$ cat config.mk
export PLATFORM = sky130hd
export DESIGN_NAME = imem_loader
export DESIGN_NICKNAME = d
export VERILOG_FILES = /design/src/rtl/imem_loader_pkg.sv /design/src/rtl/imem_loader.sv
export SDC_FILE = /design/constraint.sdc
export NUM_CORES = 1
export LEC_CHECK = 0
export ABC_AREA = 1
export BUFFER_PORTS_ARGS = -buffer_cell sky130_fd_sc_hd__buf_2
export CORE_MARGIN = 5
export CORE_UTILIZATION = 35
export CTS_CLUSTER_SIZE = 20
export DETAILED_ROUTE_END_ITERATION = 16
export PLACE_DENSITY_LB_ADDON = 0.2
export SYNTH_ARGS = -nofsm -noshare
export SYNTH_HDL_FRONTEND = slang
export SYNTH_SLANG_ARGS = --single-unit
$ cat constraint.sdc
create_clock -name clk -period 2.1 [get_ports clk]
set_input_delay 0.105 -clock clk [delete_from_list [all_inputs] [get_ports clk]]
set_output_delay 0.105 -clock clk [all_outputs]
set_load 0.01 [all_outputs]
$ cat src/rtl/imem_loader_pkg.sv
// imem_loader_pkg: shared widths, frame magic, loader state and error encodings
package imem_loader_pkg;
    localparam int IMEM_WORD_W = 16;
    localparam int IMEM_ADDR_W = 16;
    localparam logic [15:0] IMEM_MAGIC = 16'h4C44;
    typedef enum logic [2:0] {
        S_IDLE, S_MAGIC, S_ADDR, S_LEN, S_DATA, S_CSUM, S_DONE, S_ERR
    } ldr_state_t;
    localparam logic [1:0] ERR_NONE  = 2'd0;
    localparam logic [1:0] ERR_MAGIC = 2'd1;
    localparam logic [1:0] ERR_CSUM  = 2'd2;
endpackage

$ cat src/rtl/imem_loader.sv
// imem_loader: framed host stream to instruction memory writer with checksum check and cpu hold
module imem_loader
    import imem_loader_pkg::*;
#(
    parameter int WORD_W = IMEM_WORD_W,
    parameter int ADDR_W = IMEM_ADDR_W,
    parameter logic [WORD_W-1:0] MAGIC = IMEM_MAGIC
) (
    input  logic              clk,
    input  logic              reset,
    input  logic              start,
    input  logic              in_valid,
    input  logic [WORD_W-1:0] in_data,
    output logic              in_ready,
    output logic              mem_we,
    output logic [ADDR_W-1:0] mem_addr,
    output logic [WORD_W-1:0] mem_wdata,
    output logic              cpu_hold,
    output logic              done,
    output logic              error,
    output logic [1:0]        err_code
);
    ldr_state_t state, state_n;
    logic [ADDR_W-1:0] addr, addr_n;
    logic [WORD_W-1:0] rem, rem_n, sum, sum_n;
    logic we_n, acc;
    logic [1:0] err_n;
    assign acc = in_valid & in_ready;
    always_comb begin
        state_n = state;
        addr_n  = addr;
        rem_n   = rem;
        sum_n   = sum;
        we_n    = 1'b0;
        err_n   = err_code;
        case (state)
            S_IDLE, S_DONE, S_ERR: if (start) begin
                state_n = S_MAGIC;
                err_n   = ERR_NONE;
            end
            S_MAGIC: if (acc) begin
                state_n = (in_data == MAGIC) ? S_ADDR : S_ERR;
                err_n   = (in_data == MAGIC) ? ERR_NONE : ERR_MAGIC;
            end
            S_ADDR: if (acc) begin
                addr_n  = ADDR_W'(in_data);
                state_n = S_LEN;
            end
            S_LEN: if (acc) begin
                rem_n   = in_data;
                sum_n   = '0;
                state_n = (in_data == '0) ? S_CSUM : S_DATA;
            end
            S_DATA: if (acc) begin
                we_n    = 1'b1;
                sum_n   = sum + in_data;
                addr_n  = addr + 1'b1;
                rem_n   = rem - 1'b1;
                state_n = (rem == WORD_W'(1)) ? S_CSUM : S_DATA;
            end
            S_CSUM: if (acc) begin
                state_n = (in_data == sum) ? S_DONE : S_ERR;
                err_n   = (in_data == sum) ? ERR_NONE : ERR_CSUM;
            end
            default: state_n = S_IDLE;
        endcase
    end
    // Handshake and status outputs are registered from the next state so they track state exactly.
    always_ff @(posedge clk or negedge reset) begin
        if (!reset) begin
            state     <= S_IDLE;
            addr      <= '0;
            rem       <= '0;
            sum       <= '0;
            in_ready  <= 1'b0;
            mem_we    <= 1'b0;
            mem_addr  <= '0;
            mem_wdata <= '0;
            cpu_hold  <= 1'b1;
            done      <= 1'b0;
            error     <= 1'b0;
            err_code  <= ERR_NONE;
        end else begin
            state    <= state_n;
            addr     <= addr_n;
            rem      <= rem_n;
            sum      <= sum_n;
            in_ready <= state_n inside {S_MAGIC, S_ADDR, S_LEN, S_DATA, S_CSUM};
            mem_we   <= we_n;
            if (we_n) begin
                mem_addr  <= addr;
                mem_wdata <= in_data;
            end
            cpu_hold <= state_n != S_DONE;
            done     <= state_n == S_DONE;
            error    <= state_n == S_ERR;
            err_code <= err_n;
        end
    end
endmodule

Word level (Yosys, flattened, before mapping)

Cells that the tools add are included.

Register bits after elaboration: 90
Input bits: 20
Output and inout bits: 39
Logic and storage cells: 77

Add/sub/neg operators: 3
Equality and inequality tests: 24
Muxes and demuxes: 27
Bitwise logic cells: 1
Reduce and logical (&&, ||, !) cells: 10

Operators by type and width:

| kind                                                                    | number |
|---|---|
| 16-bit case mux with 2 select lines                                     | 3 |
| 16-bit 2-to-1 mux                                                       | 5 |
| 3-bit equality test, second input constant                              | 8 |
| 3-bit 2-to-1 mux                                                        | 7 |
| 3-bit case mux with 6 select lines                                      | 1 |
| 16-bit by 1-bit adder with 16-bit output, second input constant         | 1 |
| 16-bit adder                                                            | 1 |
| 16-bit by 1-bit equality test with 1-bit output, second input constant  | 1 |
| 16-bit by 15-bit equality test with 1-bit output, second input constant | 1 |
| 16-bit equality test                                                    | 1 |
| 16-bit logical NOT                                                      | 1 |
| 16-bit by 1-bit subtractor with 16-bit output, second input constant    | 1 |
| 3-bit by 2-bit equality test with 1-bit output, second input constant   | 4 |
| 2-bit != test, second input constant                                    | 6 |
| 2-bit 2-to-1 mux                                                        | 4 |
| 3-bit by 1-bit equality test with 1-bit output, second input constant   | 2 |
| 1-bit 2-to-1 mux                                                        | 6 |
| 2-bit case mux with 3 select lines                                      | 1 |
| 3-bit AND reduction                                                     | 2 |
| 5-bit nonzero test                                                      | 1 |
| 4-bit AND reduction                                                     | 1 |
| 2-bit nonzero test                                                      | 2 |
| 3-bit logical NOT                                                       | 1 |
| 3-bit != test, second input constant                                    | 1 |
| 3 further kinds                                                         | 3 |

Depth between registers and ports, before layout

Gate-level depths: netlist (run 1).

Depth after elaboration: 6
Depth in mapped cells: 13

Worst setup path before layout (run 1)

OpenSTA, ideal clock, no wires.

Path type: flip-flop to flip-flop
Start: register sum[0]
End: register sum[10]
Library setup time: 0.083 ns
Data arrival time: 1.560 ns
Data required time: 2.017 ns
Setup slack: 0.457 ns
Cell stages (with the launch flop): 10
Path buffers: 0
Period minus slack after synthesis: 1.643 ns
Cell sequence: dfrtp_1 > ha_1 > fa_1 > nand4_1 > nand3_1 > nand3b_1 > nand2_1 > nand2_1 > nand2_1 > o21ai_0

Cells in the longest elaborated chain, start to end: 3

Ends and longest elaborated chain:

| element                             | RTL line          | text |
|---|---|---|
| start: declaration                  | imem_loader.sv:25 | `logic [WORD_W-1:0] rem, rem_n, sum, sum_n;` |
| start signal: assignment            | imem_loader.sv:87 | `sum <= sum_n;` |
| 16-bit adder                        | imem_loader.sv:56 | `sum_n = sum + in_data;` |
| 16-bit 2-to-1 mux                   | imem_loader.sv:54 | `S_DATA: if (acc) begin` |
| 16-bit case mux with 2 select lines | imem_loader.sv:36 | `case (state)` |

No other way between the ends. The select of a mux whose other input is x is not followed.
A chain may end at the register's enable or synchronous reset.

Worst setup path after layout (run 1)

Start: register sum[0]
End: register sum[14]

Same word-level chain as after synthesis.

==> results.json, run 1 <==
{
  "stdcell_area_sq_mm": 0.00601,
  "first_pass_iters": 5,
  "startpoint": "sum[0]",
  "grt_max_degree": 91,
  "fin_cells": 966,
  "top_layer_used": "met4",
  "tightest_slew_ns": 0.584,
  "crit_family": "adder cells",
  "antenna_found_initial": 0,
  "outcome": "finished clean",
  "cp.required_ns": 2.33,
  "num_vias": 4834,
  "post_drt_wl_per_cell_um": 14.2,
  "drive_above_1_share_pct": 12.5,
  "start_util_pct": 35.7,
  "dpl-instance-area_sq_mm": 0.00569,
  "criticalPathCategory": "flip-flop to flip-flop",
  "timing.fmax_ghz": 0.540,
  "die_w_um": 132,
  "synth_top_area_cell": "dfrtp_1",
  "max_slew_margin_pct": 61.0,
  "netlist_area_sq_mm": 0.00518,
  "fin_skew_ns": 0.00735,
  "hold_ws_ns": 0.0430,
  "synthArstFlopShare_pct": 100,
  "synth-seq-area-share_pct": 43.5,
  "place_hpwl_um": 9920,
  "place_inst": 949,
  "yosys-top-cells-count": "nand2_1 (220), nor2_1 (106), dfrtp_1 (89)",
  "cts_tree": "built",
  "rsz0062_at_grt": "no",
  "holdPathStages": 3,
  "synth_cells": 718,
  "setup_viol": 0,
  "via_per_inst": 5.00,
  "syn-mean-instance-area_sq_um": 7.22,
  "start_kind": "flip-flop",
  "place_congestion": 0.856,
  "syn_to_final_growth_pct": 16.0,
  "hp-class": "input port to flip-flop",
  "port_buffers": 58,
  "finalCriticalPeriod_ns": 1.85,
  "die_area_sq_mm": 0.0173,
  "wl_met2_um": 6230,
  "crit_path_end_kind": "flip-flop",
  "gr-total-overflow": 0,
  "grt_pass1_vias": 4747,
  "cts_root_buf": "clkbuf_16",
  "cp_num_buf_inv": 0,
  "ant_nets": 0,
  "cp_num_cells": 8,
  "rows": 44,
  "maxCapViolCount": 0,
  "synthDistinctLibCells": 35,
  "fin_tns_setup_ns": 0,
  "path_max_fanout": 5,
  "synth_top_cell_area_share_pct": 43.0,
  "synth_most_common_cell": "nand2_1",
  "netlist_top_cells_area": "dfrtp_1 (43%), nand2_1 (16%), nor2_1 (7.7%), o21ai_0 (6.9%), ha_1 (4.3%)",
  "clockBufferDepth": 2,
  "p_total_mw": 8.20,
  "crit_path_end": "sum[14]",
  "grt_pass1_wl_um": 23300,
  "cts.sinks": 90,
  "drc": 0,
  "core-area_sq_mm": 0.0145,
  "wl_met3_um": 723,
  "ios": 59,
  "yosys_warnings": 0,
  "wirelength_um": 13800,
  "synth_edf_count": 0,
  "clk_latency_ns": 0.35,
  "ir_drop_mv": 0.900,
  "drv_slew": 0,
  "r2r_slack_ns": 0.25,
  "crit_path_max_incr_delay_ns": 0.43,
  "slowest_stage": "fa_1",
  "critPathArrivalTime_ns": 2.08,
  "drtIter0Drc": 260,
  "ys_ff_latch": 90,
  "leakagePower_nw": 3.03,
  "synth_ff_type": "dfrtp_1",
  "hold_viol": 0,
  "die_h_um": 132,
  "r2r_cells": 8,
  "drt-met1-wl_um": 6530,
  "cts_buffers": 9,
  "r2r-end": "sum[14]",
  "cellPowerDensity_mw_per_mm2": 1360,
  "fin_crit_sh_pct": 88.2,
  "diodes": 0,
  "cts_setup_buffers": 0,
  "nNetsFinal": 816,
  "cts_max_level": 3,
  "crit_chain": "ha_1 -> fa_1 -> nand4_1 -> nand3_1 -> nand2_1 -> nand3_1 -> nand2_1 -> o21ai_0",
  "synth_fp_nets": 757,
  "grt_usage_pct": 16.0,
  "clkTransAtPathRegs_ns": 0.06,
  "worstReg2RegStart": "sum[0]"
}
==> worst reg2reg max path: cells and delay by family (launching register included) <==
family          cells  cell delay, ns
flops               1            0.39
fa+ha+maj           2            0.65
simple gates        5            0.63
compound gates      1            0.07
==> cell usage in the layout, fill, tap and decap left out, types with 4 or more instances in the layout <==
cell and n:
buf_2 57, o21ai_0 71, xor2_1 7, buf_4 8
nand2_1 220, inv_1 54, a21oi_1 39, nand3_1 38
dfrtp_1 89, nor3_1 8, ha_1 18, nand4_1 6
inv_2 6, clkbuf_16 9, a31oi_1 11, xnor2_1 4
nor2_1 106
==> how the worst min path moves through the flow <==
stage | start | end | slack [ns]
2_1_floorplan | reset | addr[0] | -0.19
3_3_place_gp | reset | mem_addr[0] | 0.19
3_5_place_dp | reset | mem_addr[2] | 0.20
4_1_cts | in_data[0] | mem_wdata[0] | 0.03
5_1_grt | in_data[0] | mem_wdata[0] | 0.05
6_report | in_data[0] | mem_wdata[0] | 0.04
==> sequential cells by signal (all words and copies together), names as in the netlist <==
register	count
addr	16
mem_addr	16
mem_wdata	16
rem	16
sum	16
state	3
err_code	2
cpu_hold	1
done	1
error	1
in_ready	1
mem_we	1
==> cell type report <==
class,count,area (sq um)
inverters,61,231
repair buffers,67,375
well taps,184,230
clock inverters,5,62.6
fillers,1535,8520
multi-input cells,548,2610
clock buffers,11,243
flip-flops and latches,90,2250
==> metal layers <==
metal / up-vias / global-route usage, %
li1: 2441 / -
met1: 2246 / 21.7
met2: 127 / 25.4
met3: 20 / 4.28
met4: 0 / 4.46
met5: - / 0
==> where the power goes <==
group          internal (mW)  total, mW  switching [mW]
clock network          0.963       1.66           0.695
logic                   1.29       3.54            2.25
registers               2.47       3.00           0.531
==> metrics by stage <==
step | worst slack [ns] | utilization (%)
2_1_floorplan | 0.457 | -
3_5_place_dp | 0.234 | 39.2
3_3_place_gp | 0.311 | 39.2
4_1_cts | 0.220 | 41.3
6_report | 0.248 | 41.3
5_1_grt | 0.0595 | 41.3
==> timing repair <==
action                     in CTS  in global routing
hold endpoints to repair       89                  0
setup endpoints to repair       0                  2
hold buffers                    1                  0
resized for setup               0                  2
==> cells by family (layout without fill, tap and decap cells) <==
family / count (synthesis) / after routing / synth area share (%)
and+or+nand+nor: 384 / 384 / 29.6
muxes: 1 / 1 / 0.193
DFF: 90 / 90 / 43.5
adders and majority gates: 19 / 19 / 4.73
xor gates and xnor gates: 11 / 11 / 1.86
buffers and inverters: 80 / 144 / 6.08
AOI/OAI and AO/OA: 133 / 133 / 14.0
Note: power is estimated with default switching activity, not from simulation.
==> run 2, diff against run 1 <==
Settings changed: HOLD_SLACK_MARGIN from default to 0.1.
==> run 2 against run 1 <==
Against the previous run:
- first-iteration DRC count rose by 5.8%
- clock skew barely moved
- worst hold slack better by 0.060 ns
- core utilization rose by 0.60 points
- sequential cell count did not move
- largest cell class unchanged
- largest power group unchanged
- highest routed layer unchanged
==> results.json, run 2 (synthesis results as in run 1) <==
{
  "drv_slew": 0,
  "fin_tns_setup_ns": 0,
  "diodes": 0,
  "port_buffers": 58,
  "syn_to_final_growth_pct": 17.6,
  "dpl-instance-area_sq_mm": 0.00569,
  "cts_buffers": 9,
  "p_total_mw": 8.22,
  "clockBufferDepth": 2,
  "start_kind": "input port",
  "leakagePower_nw": 3.07,
  "max_slew_margin_pct": 60.6,
  "clk_latency_ns": 0.35,
  "multi_input_area_sq_mm": 0.00262,
  "ios": 59,
  "maxCapViolCount": 0,
  "setup_slack_ns": 0.226,
  "combPwrFrac_pct": 43.3,
  "criticalPathCategory": "input port to flip-flop",
  "grt_usage_pct": 16.1,
  "setup_viol": 0,
  "p_int_mw": 4.74,
  "hold_ws_ns": 0.103,
  "finalCoreUtilization_pct": 42.0,
  "via_per_inst": 4.99,
  "layout_common_cells": "nand2_1 (220), nor2_1 (106), dfrtp_1 (89), o21ai_0 (71), buf_2 (57)",
  "sequentialPowerShare_pct": 36.5,
  "die_w_um": 132,
  "timing.fmax_ghz": 0.534,
  "hold_viol": 0,
  "place_congestion": 0.856,
  "grt_pass1_vias": 4780,
  "outcome": "finished clean",
  "cp.required_ns": 2.38,
  "num_vias": 4864,
  "antenna_found_initial": 0,
  "net-switching-power_mw": 3.48,
  "nNetsFinal": 824,
  "regArea_sq_mm": 0.00225,
  "fin_cells": 974,
  "cellPowerDensity_mw_per_mm2": 1350,
  "drtIter0Drc": 275,
  "fin_crit_sh_pct": 89.2,
  "cts_setup_buffers": 0,
  "dpl_worst_slack_ns": 0.234,
  "place_hpwl_um": 9920,
  "fin_skew_ns": 0.00738,
  "final_common_cell": "nand2_1",
  "path_max_fanout": 4,
  "ir_drop_mv": 0.900,
  "first_pass_iters": 6,
  "grt_max_degree": 91,
  "die_h_um": 132,
  "critPathArrivalTime_ns": 2.15,
  "stdcell_area_sq_mm": 0.00610,
  "grt_pass1_wl_um": 23400,
  "rsz0062_at_grt": "no",
  "r2r_slack_ns": 0.28,
  "rows": 44,
  "drive_above_1_share_pct": 12.7,
  "cp_common_cell": "nand3_1",
  "worstReg2RegStart": "rem[1]",
  "wirelength_um": 13800,
  "tightest_slew_ns": 0.591,
  "crit_chain": "dlygate4sd3_1 -> buf_2 -> ha_1 -> fa_1 -> nand3_1 -> nand3_1 -> nand4_1 -> nand3_1 -> nand2_1 -> nand2_1 -> o21ai_0",
  "core-area_sq_mm": 0.0145,
  "clkTransAtPathRegs_ns": 0.06,
  "slowest_stage": "dlygate4sd3_1",
  "finalCriticalPeriod_ns": 1.87,
  "p_clk_share_pct": 20.2,
  "crit_path_max_incr_delay_ns": 0.53,
  "crit_path_end_kind": "flip-flop",
  "crit_path_end": "sum[12]",
  "cts_tree": "built",
  "r2r_cells": 11,
  "cts.sinks": 90,
  "r2r-end": "rem[12]",
  "place_inst": 949,
  "start_util_pct": 35.7,
  "ant_nets": 0,
  "cts_root_buf": "clkbuf_16",
  "drc": 0,
  "final.fill_count": 1532,
  "post_drt_wl_per_cell_um": 14.2,
  "startpoint": "in_data[0]",
  "swShare_pct": 42.4,
  "cts_max_level": 3,
  "gr-total-overflow": 0,
  "hp-class": "input port to flip-flop",
  "die_area_sq_mm": 0.0173
}
## run 2: cell type report
| type | instances | share of cell area (%) |
|---|---|---|
| multi-input combinational | 548 | 43.0 |
| clock inverter | 5 | 1.03 |
| inverter | 61 | 3.80 |
| timing repair buffer | 75 | 7.47 |
| sequential | 90 | 37.0 |
| tap | 184 | 3.78 |
| clock buffer | 11 | 3.98 |
## run 2: metal layers
metal  vias to the layer above  GRT usage (%)  part of all wire, %
met5                         -              0                    0
met4                         0           4.46                  2.0
met3                        20           4.20                  5.1
met2                       123           25.5                   45
met1                      2266           21.8                   48
li1                       2455              -                    -
## run 2: power by group through the flow
| stage | sequential [mW] | clock [mW] | combinational (mW) |
|---|---|---|---|
| 6_report | 3.00 | 1.66 | 3.56 |
| 3_5_place_dp | 3.02 | 0 | 3.55 |
| 3_3_place_gp | 2.99 | 0 | 3.48 |
| 2_1_floorplan | 3.07 | 0 | 2.42 |
| 5_1_grt | 3.10 | 1.79 | 4.12 |
| 4_1_cts | 3.00 | 1.72 | 3.57 |
## run 2: worst max-delay path, delay by kind of cell
kind | cells | cell delay, ns
AOI/OAI and AO/OA | 1 | 0.13
buffers and inverters | 2 | 0.69
adders and majority gates | 2 | 0.66
and+or+nand+nor | 6 | 0.55
## run 2: what timing repair did
item                       4_1_cts  5_1_grt
gates resized for setup          0        4
hold buffers                     9        0
hold endpoints to repair        97        0
setup endpoints to repair        0        5
## run 2: worst min-delay path by stage
stage                    end  cells after the start  slack (ns)   startpoint
6_report       mem_wdata[10]                      3        0.10  in_data[10]
5_1_grt        mem_wdata[10]                      3        0.11  in_data[10]
4_1_cts        mem_wdata[10]                      3        0.10  in_data[10]
3_5_place_dp     mem_addr[2]                      2        0.20        reset
3_3_place_gp     mem_addr[0]                      2        0.19        reset
2_1_floorplan        addr[0]                      0       -0.19        reset
